===== src/rtl/sign_extend_arb_r0.sv =====
// Round-robin share of one sign extender (latency DELAY); grant combinational, result DELAY cycles later, no rsp backpressure.
// Signedness flips only after in-flight work drains; SIGN_EXTEND_ARB_DRAIN_CNT_EN builds the drain-stall counter.
module sign_extend_arb_r0 #(
    parameter int BIT_WIDTH_IN  = 16,
    parameter int BIT_WIDTH_OUT = 32,
    parameter int NUM_REQ       = 4,
    parameter int DELAY         = 0
) (
    input  logic                            clk,
    input  logic                            rst,
    input  logic [NUM_REQ-1:0]              req_valid,
    input  logic [NUM_REQ-1:0]              req_signed,
    input  logic [BIT_WIDTH_IN*NUM_REQ-1:0] req_data,
    output logic [NUM_REQ-1:0]              req_ready,
    output logic                            ext_is_signed,
    output logic [BIT_WIDTH_IN-1:0]         ext_dataIn,
    input  logic [BIT_WIDTH_OUT-1:0]        ext_dataOut,
    output logic [NUM_REQ-1:0]              rsp_valid,
    output logic [BIT_WIDTH_OUT-1:0]        rsp_data,
    output logic [15:0]                     drain_cnt
);
    localparam int IW = $clog2(NUM_REQ);

    typedef enum logic {RUN = 1'b0, DRAIN = 1'b1} state_t;

    state_t                  state_q, state_d;
    logic [IW-1:0]           ptr_q, ptr_d;
    logic [IW-1:0]           lock_q, lock_d;
    logic                    sgn_q, sgn_d;
    logic [BIT_WIDTH_IN-1:0] din_q, din_d;

    logic [IW:0]             sum;
    logic [IW-1:0]           cand;
    logic [IW-1:0]           win_idx;
    logic                    win_found;
    logic                    mismatch;
    logic                    grant;
    logic [BIT_WIDTH_IN-1:0] win_dat;
    logic                    pipe_busy;
    logic                    out_vld;
    logic [IW-1:0]           out_idx;

    // First valid requester scanning upward from ptr, wrapping modulo NUM_REQ.
    always_comb begin
        win_found = 1'b0;
        win_idx   = '0;
        sum       = '0;
        cand      = '0;
        for (int k = 0; k < NUM_REQ; k++) begin
            sum = {1'b0, ptr_q} + (IW+1)'(k);
            if (sum >= (IW+1)'(NUM_REQ)) begin
                sum = sum - (IW+1)'(NUM_REQ);
            end
            cand = sum[IW-1:0];
            if (!win_found && req_valid[cand]) begin
                win_found = 1'b1;
                win_idx   = cand;
            end
        end
    end

    always_comb begin
        win_dat = '0;
        for (int i = 0; i < NUM_REQ; i++) begin
            if (win_idx == IW'(i)) begin
                win_dat = req_data[i*BIT_WIDTH_IN +: BIT_WIDTH_IN];
            end
        end
    end

    assign mismatch = win_found && (req_signed[win_idx] != sgn_q);
    assign grant    = !rst && (state_q == RUN) && win_found && !mismatch;

    always_comb begin
        state_d = state_q;
        ptr_d   = ptr_q;
        lock_d  = lock_q;
        sgn_d   = sgn_q;
        case (state_q)
            RUN: begin
                if (grant) begin
                    ptr_d = (win_idx == IW'(NUM_REQ-1)) ? '0 : win_idx + 1'b1;
                end else if (mismatch) begin
                    lock_d = win_idx;
                    // Nothing left to wait for: flip now so the bubble is a single cycle.
                    if (!pipe_busy) begin
                        sgn_d = req_signed[win_idx];
                        ptr_d = win_idx;
                    end else begin
                        state_d = DRAIN;
                    end
                end
            end
            DRAIN: begin
                if (!pipe_busy) begin
                    sgn_d   = req_signed[lock_q];
                    ptr_d   = lock_q;
                    state_d = RUN;
                end
            end
            default: state_d = RUN;
        endcase
    end

    assign din_d = ext_dataIn;

    always_ff @(posedge clk) begin
        if (rst) begin
            state_q <= RUN;
            ptr_q   <= '0;
            lock_q  <= '0;
            sgn_q   <= 1'b0;
            din_q   <= '0;
        end else begin
            state_q <= state_d;
            ptr_q   <= ptr_d;
            lock_q  <= lock_d;
            sgn_q   <= sgn_d;
            din_q   <= din_d;
        end
    end

    // Tag pipeline; a tag in the last stage is emitting this cycle and does not block a switch.
    generate
        if (DELAY == 0) begin : g_no_pipe
            assign out_vld   = grant;
            assign out_idx   = win_idx;
            assign pipe_busy = 1'b0;
        end else begin : g_pipe
            logic [DELAY-1:0]         tv_q, tv_d;
            logic [DELAY-1:0][IW-1:0] ti_q, ti_d;

            always_comb begin
                tv_d      = '0;
                ti_d      = '0;
                pipe_busy = 1'b0;
                tv_d[0]   = grant;
                ti_d[0]   = win_idx;
                for (int s = 1; s < DELAY; s++) begin
                    tv_d[s] = tv_q[s-1];
                    ti_d[s] = ti_q[s-1];
                end
                for (int s = 0; s < DELAY-1; s++) begin
                    pipe_busy = pipe_busy | tv_q[s];
                end
            end

            always_ff @(posedge clk) begin
                if (rst) begin
                    tv_q <= '0;
                    ti_q <= '0;
                end else begin
                    tv_q <= tv_d;
                    ti_q <= ti_d;
                end
            end

            assign out_vld = tv_q[DELAY-1];
            assign out_idx = ti_q[DELAY-1];
        end
    endgenerate

    always_comb begin
        req_ready = '0;
        rsp_valid = '0;
        for (int i = 0; i < NUM_REQ; i++) begin
            req_ready[i] = grant && (win_idx == IW'(i));
            rsp_valid[i] = !rst && out_vld && (out_idx == IW'(i));
        end
    end

    assign ext_dataIn    = grant ? win_dat : din_q;
    assign ext_is_signed = sgn_q;
    assign rsp_data      = ext_dataOut;

`ifdef SIGN_EXTEND_ARB_DRAIN_CNT_EN
    logic [15:0] drain_cnt_q, drain_cnt_d;

    // The mismatch-detect cycle is itself a stall and is counted.
    always_comb begin
        drain_cnt_d = drain_cnt_q;
        if (((state_q == DRAIN) || ((state_q == RUN) && mismatch)) && (drain_cnt_q != 16'hFFFF)) begin
            drain_cnt_d = drain_cnt_q + 16'd1;
        end
    end

    always_ff @(posedge clk) begin
        if (rst) begin
            drain_cnt_q <= '0;
        end else begin
            drain_cnt_q <= drain_cnt_d;
        end
    end

    assign drain_cnt = drain_cnt_q;
`else
    assign drain_cnt = 16'h0;
`endif

endmodule

===== config.mk =====
export PLATFORM = sky130hd
export DESIGN_NAME = sign_extend_arb_r0
export DESIGN_NICKNAME = d
export VERILOG_FILES = /design/src/rtl/sign_extend_arb_r0.sv
export SDC_FILE = /design/constraint.sdc
export NUM_CORES = 1
export LEC_CHECK = 0
export ABC_AREA = 1
export BUFFER_PORTS_ARGS = -buffer_cell sky130_fd_sc_hd__buf_2
export CAP_MARGIN = 20
export CORE_MARGIN = 1
export CORE_UTILIZATION = 43
export DETAILED_ROUTE_END_ITERATION = 10
export PLACE_DENSITY = 0.87
export SLEW_MARGIN = 20
export SYNTH_ARGS = -nofsm -noshare
export SYNTH_HDL_FRONTEND = slang
export SYNTH_SLANG_ARGS = --single-unit

===== constraint.sdc =====
create_clock -name clk -period 4 [get_ports clk]
set_input_delay 0.2 -clock clk [delete_from_list [all_inputs] [get_ports clk]]
set_output_delay 0.2 -clock clk [all_outputs]
set_load 0.005 [all_outputs]

==> qor.yml, run 1 <==
die:
  num_rows: 25
  dieArea_sq_um: 5450
  die_x_um: 73.8
  die_y_um: 73.8
  io_pins: 179
  core_area_sq_um: 4850
  start_util: 0.457
detailed_routing:
  first_iter_violations: 161
  viasPerCell: 4.87
  wl_per_cell_um: 12.8
  dr.pass1.iters: 4
  drc_errors: 0
  wirelength_um: 6420
  ant_nets: 0
  routed-via-count: 2437
setup_path:
  worstPathMaxFanout: 12
  cp.arrival_ns: 3.44
  required_ns: 3.80
  worstSetupPathType: "register to primary output"
  cp-end-kind: "primary output"
  critPathLaunchType: "register"
clock_network:
  postCtsSetupBuffers: 0
  numCtsBuffers: 3
  hold_buffers: 0
  cts_tree: "done"
  cts_resized: 0
  cts_sinks: 19
  clock_path_buffers: 2
  clk_latency_ns: 0.26
  clkTransAtPathRegs_ns: 0.08
  cts-root-buf: "clkbuf_8"
  cts-htree-levels: 1
layout:
  fin_nets: 544
  area_delta_synth_final_pct: 10.9
  utilization: 0.507
  drive_gt1_frac: 0.300
  n_antenna_cell: 0
  final_cells: 500
outcome:
  run_status: "finished clean"
logic_synthesis:
  synth_top_family_by_area: "simple AND/OR/NAND/NOR gates"
  synth_compound_area_frac: 0.158
  synthesis.area_sq_um: 2220
  synthCells: 379
  yosysWarnings: 0
  synth_cell_types: 27
  synth-simple-area-share: 0.337
  synthAdderAreaFrac: 0.0226
  synth-xor-area-share: 0
  syn_area_per_cell_sq_um: 5.85
  synth.area.mux_share: 0
  synth_seq_cells: 19
  ys_seq_area_frac: 0.172
global_route:
  grt_max_degree: 42
  grt_first_pass_wirelength_um: 9360
  grt_antenna_before_repair: 0
  track_usage: 0.224
  grt_pass1_vias: 2091
  gr-total-overflow: 0
sta:
  layout_min_cycle_time_ns: 3.64
  timing.fmax_ghz: 0.275
  finalHoldViolCount: 0
  worst_pin_slew_ns: 0.551
  hold_slack_ns: 0.319
  slew_viol_final: 0
  rsz0062_at_grt: "false"
  setup_violations: 0
  fin_setup_tns_ns: 0
  clock_skew_ns: 0.00773
  min_period_over_period: 0.910
  max_slew_margin: 0.633
power_and_ir_drop:
  power_frac_comb: 0.835
  power.density_nw_per_um2: 1020
  clkPwrFrac: 0.054
  finalPower_w: 0.00252
  ir_worst_vdd_uv: 519
  p_int_w: 0.00104
  cellLeakagePower_nw: 1.50
  p_sw_w: 0.00148
  p_seq_frac: 0.111
  switching_share: 0.587
run:
  maxCapViolCount: 0
placement:
  dpl.cell_count: 495
  gp_congestion: 0.885
  hpwlAfterDp_um: 5160
  portBuffers: 98
worst_hold_path:
  min-delay-path-class: "input pin to register"
==> final cells by class <==
class | instances | area, sq um
Multi-Input combinational cell | 252 | 1210
Fill cell | 487 | 2390
Sequential cell | 19 | 380
Clock inverter | 1 | 5.00
Tap cell | 67 | 83.8
Clock buffer | 3 | 41.3
Timing Repair Buffer | 100 | 505
Inverter | 57 | 226
Timing Repair inverter | 1 | 5.00
==> cell usage after synthesis, drive strengths merged <==
master    n  area (sq um)
nand4     3          18.8
clkinv    1          3.75
a31oi     6          37.5
o21ai    39           210
clkbuf   11          41.3
dfxtp    19           380
conb      1          3.75
nand3    28           173
nor2     34           135
o211ai    1          7.51
o31ai     6          45.0
inv      56           215
nand2   105           422
a21oi    10          50.1
ha        4          50.1
buf      55           424
==> worst paths after layout <==
kind	startpoint	endpoint	slack, ns	cells after the start
worst min register to register	din_q[8]$_SDFF_PP0_	din_q[8]$_SDFF_PP0_	0.53	4
worst min-delay path	req_data[54]	din_q[6]$_SDFF_PP0_	0.32	5
worst max register to register	ptr_q[0]$_SDFFE_PP0P_	din_q[15]$_SDFF_PP0_	0.81	16
worst max-delay path	ptr_q[0]$_SDFFE_PP0P_	ext_dataIn[15]	0.36	17
==> power groups by stage <==
stage               Clock, W  Combinational [W]  Sequential (W)
floorplan                  0            0.00158        0.000269
global placement           0            0.00199        0.000280
detailed placement         0            0.00204        0.000283
CTS                 0.000138            0.00206        0.000279
global route        0.000149            0.00237        0.000285
finish              0.000136            0.00210        0.000279
==> cell usage in the layout (no fill, tap or decap), drive strengths merged <==
| cell type | instances |
|---|---|
| dfxtp | 19 |
| clkbuf | 3 |
| clkinvlp | 3 |
| o31ai | 6 |
| o21ai | 39 |
| o211ai | 1 |
| buf | 100 |
| a31oi | 6 |
| nand3 | 28 |
| a21oi | 10 |
| nand4 | 3 |
| nand2 | 105 |
| clkinv | 1 |
| ha | 4 |
| nor2 | 34 |
| inv | 55 |
| conb | 16 |
==> layer usage <==
layer / GRT usage / vias up / routed length (um)
met2: 0.422 / 135 / 3320
li1: - / 1223 / -
met4: 0.0662 / 0 / 156
met3: 0.0384 / 14 / 495
met5: 0 / - / 0
met1: 0.255 / 1065 / 2450
==> registers in the layout, indices dropped and copies added (netlist names) <==
signal and count:
din_q 16, ext_is_signed 1, ptr_q 2
==> cells by family after synthesis <==
logic type,after synthesis
simple gates,170
buf+inv,123
compound gates,62
flops,19
fa+ha+maj,4
other cells,1
==> per-stage QoR <==
stage	area (sq um)	setup WS [ns]
after floorplan	2270	1.31
after global placement	2400	0.700
after CTS	2440	0.285
after detailed placement	2400	0.574
final	2460	0.359
after global routing	2460	0.0400
==> worst max-delay path: stages (launching register included) <==
cell and delay [ns]:
dfxtp_1 0.57, inv_6 0.09, nand2_1 0.08, nand2_1 0.11, nand2_1 0.13, nand2_2 0.07
nor2_4 0.13, nand3_1 0.10, nand3_2 0.09, nand2_4 0.07, inv_2 0.09, ha_2 0.35
clkinvlp_2 0.52, o21ai_0 0.30, o21ai_0 0.14, o21ai_2 0.19, inv_2 0.04, buf_2 0.13
No activity file was read; power rests on OpenSTA's default activity.
==> run 2, diff against run 1 <==
CORE_UTILIZATION = 40   (was 43)
PLACE_DENSITY = 0.82   (was 0.87)
clock period = 3.8 ns   (was 4 ns; I/O delays follow)
==> qor.yml, run 2 (same netlist as run 1, synthesis figures left out) <==
setup_path:
  cp_slowest_cell: "dfxtp_2"
  cp.depth: 18
  crit_top_cell: "nand2_1"
  required_ns: 3.61
  critPathCapture: "ext_dataIn[0]"
  worstPathMaxFanout: 12
  rr_worst_depth: 17
  crit_family: "simple AND/OR/NAND/NOR gates"
  critPathBufInv: 5
  cp-end-kind: "primary output"
  cpPeakStageDelay_ns: 0.46
  regToRegSetupSlack_ns: 0.89
  crit_path_cell_trace: "inv_6 > nand2_1 > nand2_1 > nand2_1 > nand2_2 > nor2_4 > nand3_1 > nand3_2 > nand2_4 > inv_2 > ha_2 > clkinvlp_4 > nand2_1 > a31oi_1 > o31ai_1 > o21ai_1 > inv_1 > buf_2"
  regToRegEndpoint: "din_q[0]$_SDFF_PP0_"
  cp.arrival_ns: 3.17
  critPathLaunchType: "register"
  r2r_start: "ptr_q[0]$_SDFFE_PP0P_"
  crit_start: "ptr_q[0]$_SDFFE_PP0P_"
  worstSetupPathType: "register to primary output"
layout:
  drive_gt1_frac: 0.300
  area_delta_synth_final_pct: 11.1
  regMostFlops: "din_q"
  layout_common_cells: "nand2_1 (98), buf_2 (98), inv_1 (50)"
  ff_latch_area_sq_um: 382
  fin_nets: 544
  multi_input_area_sq_um: 1210
  utilization: 0.470
  n_antenna_cell: 0
  fill_cells: 590
  final_cell_area_sq_um: 2460
  largest_reg_flops: 16
  final_cells: 503
die:
  die_y_um: 76.5
  io_pins: 179
  core_area_sq_um: 5240
  die_x_um: 76.5
  dieArea_sq_um: 5840
  start_util: 0.423
  num_rows: 26
sta:
  layout_min_cycle_time_ns: 3.36
  worst_pin_slew_ns: 0.565
  clock_skew_ns: 0.00232
  rsz0062_at_grt: "false"
  setup_violations: 0
  finalHoldViolCount: 0
  fin_setup_tns_ns: 0
  min_period_over_period: 0.885
  slew_viol_final: 0
  timing.fmax_ghz: 0.297
  max_slew_margin: 0.623
global_route:
  grt_pass1_vias: 2154
  gr-total-overflow: 0
  grt_first_pass_wirelength_um: 10300
  grt_max_degree: 42
  track_usage: 0.219
  grt_antenna_before_repair: 0
power_and_ir_drop:
  cellLeakagePower_nw: 1.51
  power.density_nw_per_um2: 1070
  ir_worst_vdd_uv: 579
clock_network:
  clock_path_buffers: 2
  cts_resized: 0
  cts_sinks: 19
  cts_tree: "done"
  clkTransAtPathRegs_ns: 0.08
  hold_buffers: 0
  cts-htree-levels: 1
  postCtsSetupBuffers: 0
  cts-root-buf: "clkbuf_8"
  clk_latency_ns: 0.26
  numCtsBuffers: 3
detailed_routing:
  wirelength_um: 6450
  routed-via-count: 2377
  dr.pass1.iters: 4
  wl_per_cell_um: 12.8
  first_iter_violations: 206
  ant_nets: 0
  drc_errors: 0
  viasPerCell: 4.73
placement:
  placement.cell_area_sq_um: 2400
  dpl.cell_count: 498
  portBuffers: 98
  hpwlAfterDp_um: 5220
  gp_congestion: 0.938
outcome:
  run_status: "finished clean"
worst_hold_path:
  min-delay-path-class: "input pin to register"
run:
  maxCapViolCount: 0
run 2: cell types whose count changed in the layout (fill, tap and decap cells not counted), sizes merged:
cell	delta
clkinvlp	-1
clkinv	+1
run 2: metrics by stage:
step	total power, W	hold slack [ns]	setup slack (ns)
floorplan	0.00195	0.452	1.12
global placement	0.00241	0.380	0.603
detailed placement	0.00245	0.380	0.466
CTS	0.00260	0.304	0.183
global route	0.00298	0.337	0.110
finish	0.00264	0.309	0.436
run 2: layout make-up:
class / count / share of cell area
flip-flops and latches: 19 / 0.155
repair inverters: 1 / 0.00305
clock inverters: 1 / 0.00203
clock buffers: 3 / 0.0168
well taps: 70 / 0.0356
inverters: 57 / 0.0904
multi-input cells: 252 / 0.492
repair buffers: 100 / 0.205
run 2: power breakdown:
group          total (W)  leakage [nW]  internal, W  switching [W]
clock           0.000144        0.0255    0.0000729      0.0000708
sequential      0.000295         0.157     0.000262      0.0000329
combinational    0.00220          1.32     0.000758        0.00144
run 2: worst min path at each step:
stage | startpoint | endpoint | slack [ns] | cells after the start
floorplan | req_data[48] | din_q[0]$_SDFF_PP0_ | 0.45 | 4
finish | req_data[53] | din_q[5]$_SDFF_PP0_ | 0.31 | 5
global route | rst | din_q[8]$_SDFF_PP0_ | 0.34 | 2
global placement | ext_dataOut[23] | rsp_data[23] | 0.38 | 0
detailed placement | ext_dataOut[23] | rsp_data[23] | 0.38 | 0
CTS | req_data[53] | din_q[5]$_SDFF_PP0_ | 0.30 | 5
run 2: layer usage:
metal | track usage | vias up | share of wire | wire length, um
met3 | 0.0299 | 10 | 0.078 | 502
met1 | 0.274 | 1016 | 0.41 | 2640
met4 | 0.0654 | 0 | 0.012 | 76
li1 | - | 1232 | - | -
met2 | 0.386 | 119 | 0.50 | 3230
met5 | 0 | - | 0 | 0
run 2: worst min-delay path: cells and delay by family:
family	cells	cell delay, ns
AOI/OAI and AO/OA	2	0.14
buffers and inverters	1	0.08
and+or+nand+nor	2	0.12
==> run 3, diff against run 2 <==
PLACE_DENSITY = 0.84   (was 0.82)
SETUP_SLACK_MARGIN = 0.1   (was default)
==> qor.yml, run 3 (same netlist as run 1, synthesis figures left out) <==
sta:
  setup_violations: 0
  slew_viol_final: 0
  rsz0062_at_grt: "false"
  layout_min_cycle_time_ns: 3.33
  min_period_over_period: 0.877
  timing.fmax_ghz: 0.300
  clock_skew_ns: 0.00462
  finalHoldViolCount: 0
  fin_setup_tns_ns: 0
  hold_slack_ns: 0.300
setup_path:
  worstSetupPathType: "register to primary output"
  regToRegEndpoint: "din_q[1]$_SDFF_PP0_"
  cp.arrival_ns: 3.14
  regToRegSetupSlack_ns: 0.92
  worstPathMaxFanout: 12
  cp-end-kind: "primary output"
  crit_start: "ptr_q[0]$_SDFFE_PP0P_"
  critPathCapture: "ext_dataIn[1]"
  required_ns: 3.61
  r2r_start: "ptr_q[0]$_SDFFE_PP0P_"
  critPathLaunchType: "register"
  rr_worst_depth: 17
placement:
  portBuffers: 98
  gp_congestion: 0.950
  hpwlAfterDp_um: 5020
  dpl.cell_count: 499
  placement.cell_area_sq_um: 2410
clock_network:
  hold_buffers: 0
  clkTransAtPathRegs_ns: 0.08
  numCtsBuffers: 3
  cts_sinks: 19
  cts-root-buf: "clkbuf_8"
  clk_latency_ns: 0.26
  cts-htree-levels: 1
  clock_path_buffers: 2
  cts_tree: "done"
detailed_routing:
  wl_per_cell_um: 12.2
  viasPerCell: 4.67
  ant_nets: 0
  routed-via-count: 2356
  drc_errors: 0
  wirelength_um: 6140
  dr.pass1.iters: 4
  first_iter_violations: 150
die:
  io_pins: 179
  core_area_sq_um: 5240
  start_util: 0.423
  num_rows: 26
  dieArea_sq_um: 5840
  die_y_um: 76.5
  die_x_um: 76.5
layout:
  regMostFlops: "din_q"
  n_antenna_cell: 0
  area_delta_synth_final_pct: 11.4
  final_cells: 504
  fin_nets: 545
  drive_gt1_frac: 0.302
  final_cell_area_sq_um: 2470
  fill_cells: 558
  largest_reg_flops: 16
  layout_common_cells: "nand2_1 (98), buf_2 (98), inv_1 (50)"
global_route:
  use_met2: 0.348
  grt.met3_usage: 0.0335
  globalRouteMet1Util: 0.249
  track_usage: 0.202
  grt_max_degree: 42
  grt_pass1_vias: 2112
  grt_busiest_layer: "met2"
  grt_first_pass_wirelength_um: 9630
  grt_antenna_before_repair: 0
  gr-total-overflow: 0
power_and_ir_drop:
  cellLeakagePower_nw: 1.51
  switching_share: 0.581
  power.density_nw_per_um2: 1070
  p_int_w: 0.00111
  clkPwrFrac: 0.055
  ir_worst_vdd_uv: 527
  p_seq_frac: 0.111
  p_sw_w: 0.00154
  power_frac_comb: 0.834
outcome:
  run_status: "finished clean"
run:
  maxCapViolCount: 0
worst_hold_path:
  min-delay-path-class: "input pin to register"
## run 3: changes by cell type in the layout (fill, tap and decap cells not counted)
cell and delta:
buf_4 +1
## run 3: worst max-delay path, cell delays in order (launching register included)
cell        delay, ns
dfxtp_2          0.45
inv_6            0.07
nand2_1          0.07
nand2_1          0.10
nand2_1          0.09
nand2_2          0.07
nor2_4           0.13
nand3_1          0.10
nand3_2          0.09
nand2_4          0.07
inv_2            0.09
ha_2             0.36
clkinvlp_4       0.30
nand2_1          0.13
a31oi_1          0.05
o31ai_1          0.39
o21ai_1          0.15
inv_1            0.07
buf_2            0.10
## run 3: how the worst min path moves through the flow
| stage | from | to | slack, ns | depth (start not counted) |
|---|---|---|---|---|
| floorplan | req_data[48] | din_q[0]$_SDFF_PP0_ | 0.45 | 4 |
| global placement | ext_dataOut[10] | rsp_data[10] | 0.38 | 0 |
| detailed placement | ext_dataOut[10] | rsp_data[10] | 0.38 | 0 |
| CTS | req_data[60] | din_q[12]$_SDFF_PP0_ | 0.30 | 5 |
| global route | req_data[55] | din_q[7]$_SDFF_PP0_ | 0.34 | 5 |
| finish | req_data[60] | din_q[12]$_SDFF_PP0_ | 0.30 | 5 |
## run 3: power groups by stage
stage | sequential [W] | clock, W | combinational [W]
5_1_grt | 0.000301 | 0.000157 | 0.00250
4_1_cts | 0.000293 | 0.000147 | 0.00215
6_report | 0.000294 | 0.000144 | 0.00220
2_1_floorplan | 0.000283 | 0 | 0.00167
3_5_place_dp | 0.000298 | 0 | 0.00214
3_3_place_gp | 0.000294 | 0 | 0.00213
## run 3: metal layers
metal  up-vias  part of all wire  wire, um
met3        14             0.080       494
li1       1231                 -         -
met1       985              0.41      2530
met5         -                 0         0
met2       126              0.48      2970
met4         0             0.024       145
## run 3: metrics by stage
step / worst slack (ns) / power [W] / util
after floorplan: 1.12 / 0.00195 / -
after global placement: 0.587 / 0.00242 / 0.460
after detailed placement: 0.519 / 0.00244 / 0.460
after CTS: 0.218 / 0.00259 / 0.469
after global routing: 0.198 / 0.00296 / 0.472
final: 0.468 / 0.00264 / 0.472
## run 3: repair_timing
action                     in CTS  in global routing
resized for setup               0                  4
buffers inserted                0                  0
setup endpoints to repair       0                 15
## run 3: area by class of cell
cell class	count	area [sq um]	share of cell area
well taps	70	87.6	0.0355
repair buffers	101	513	0.208
clock buffers	3	41.3	0.0167
clock inverters	1	5.00	0.00203
inverters	57	223	0.0902
multi-input cells	252	1210	0.490
flip-flops and latches	19	382	0.155
repair inverters	1	7.51	0.00304
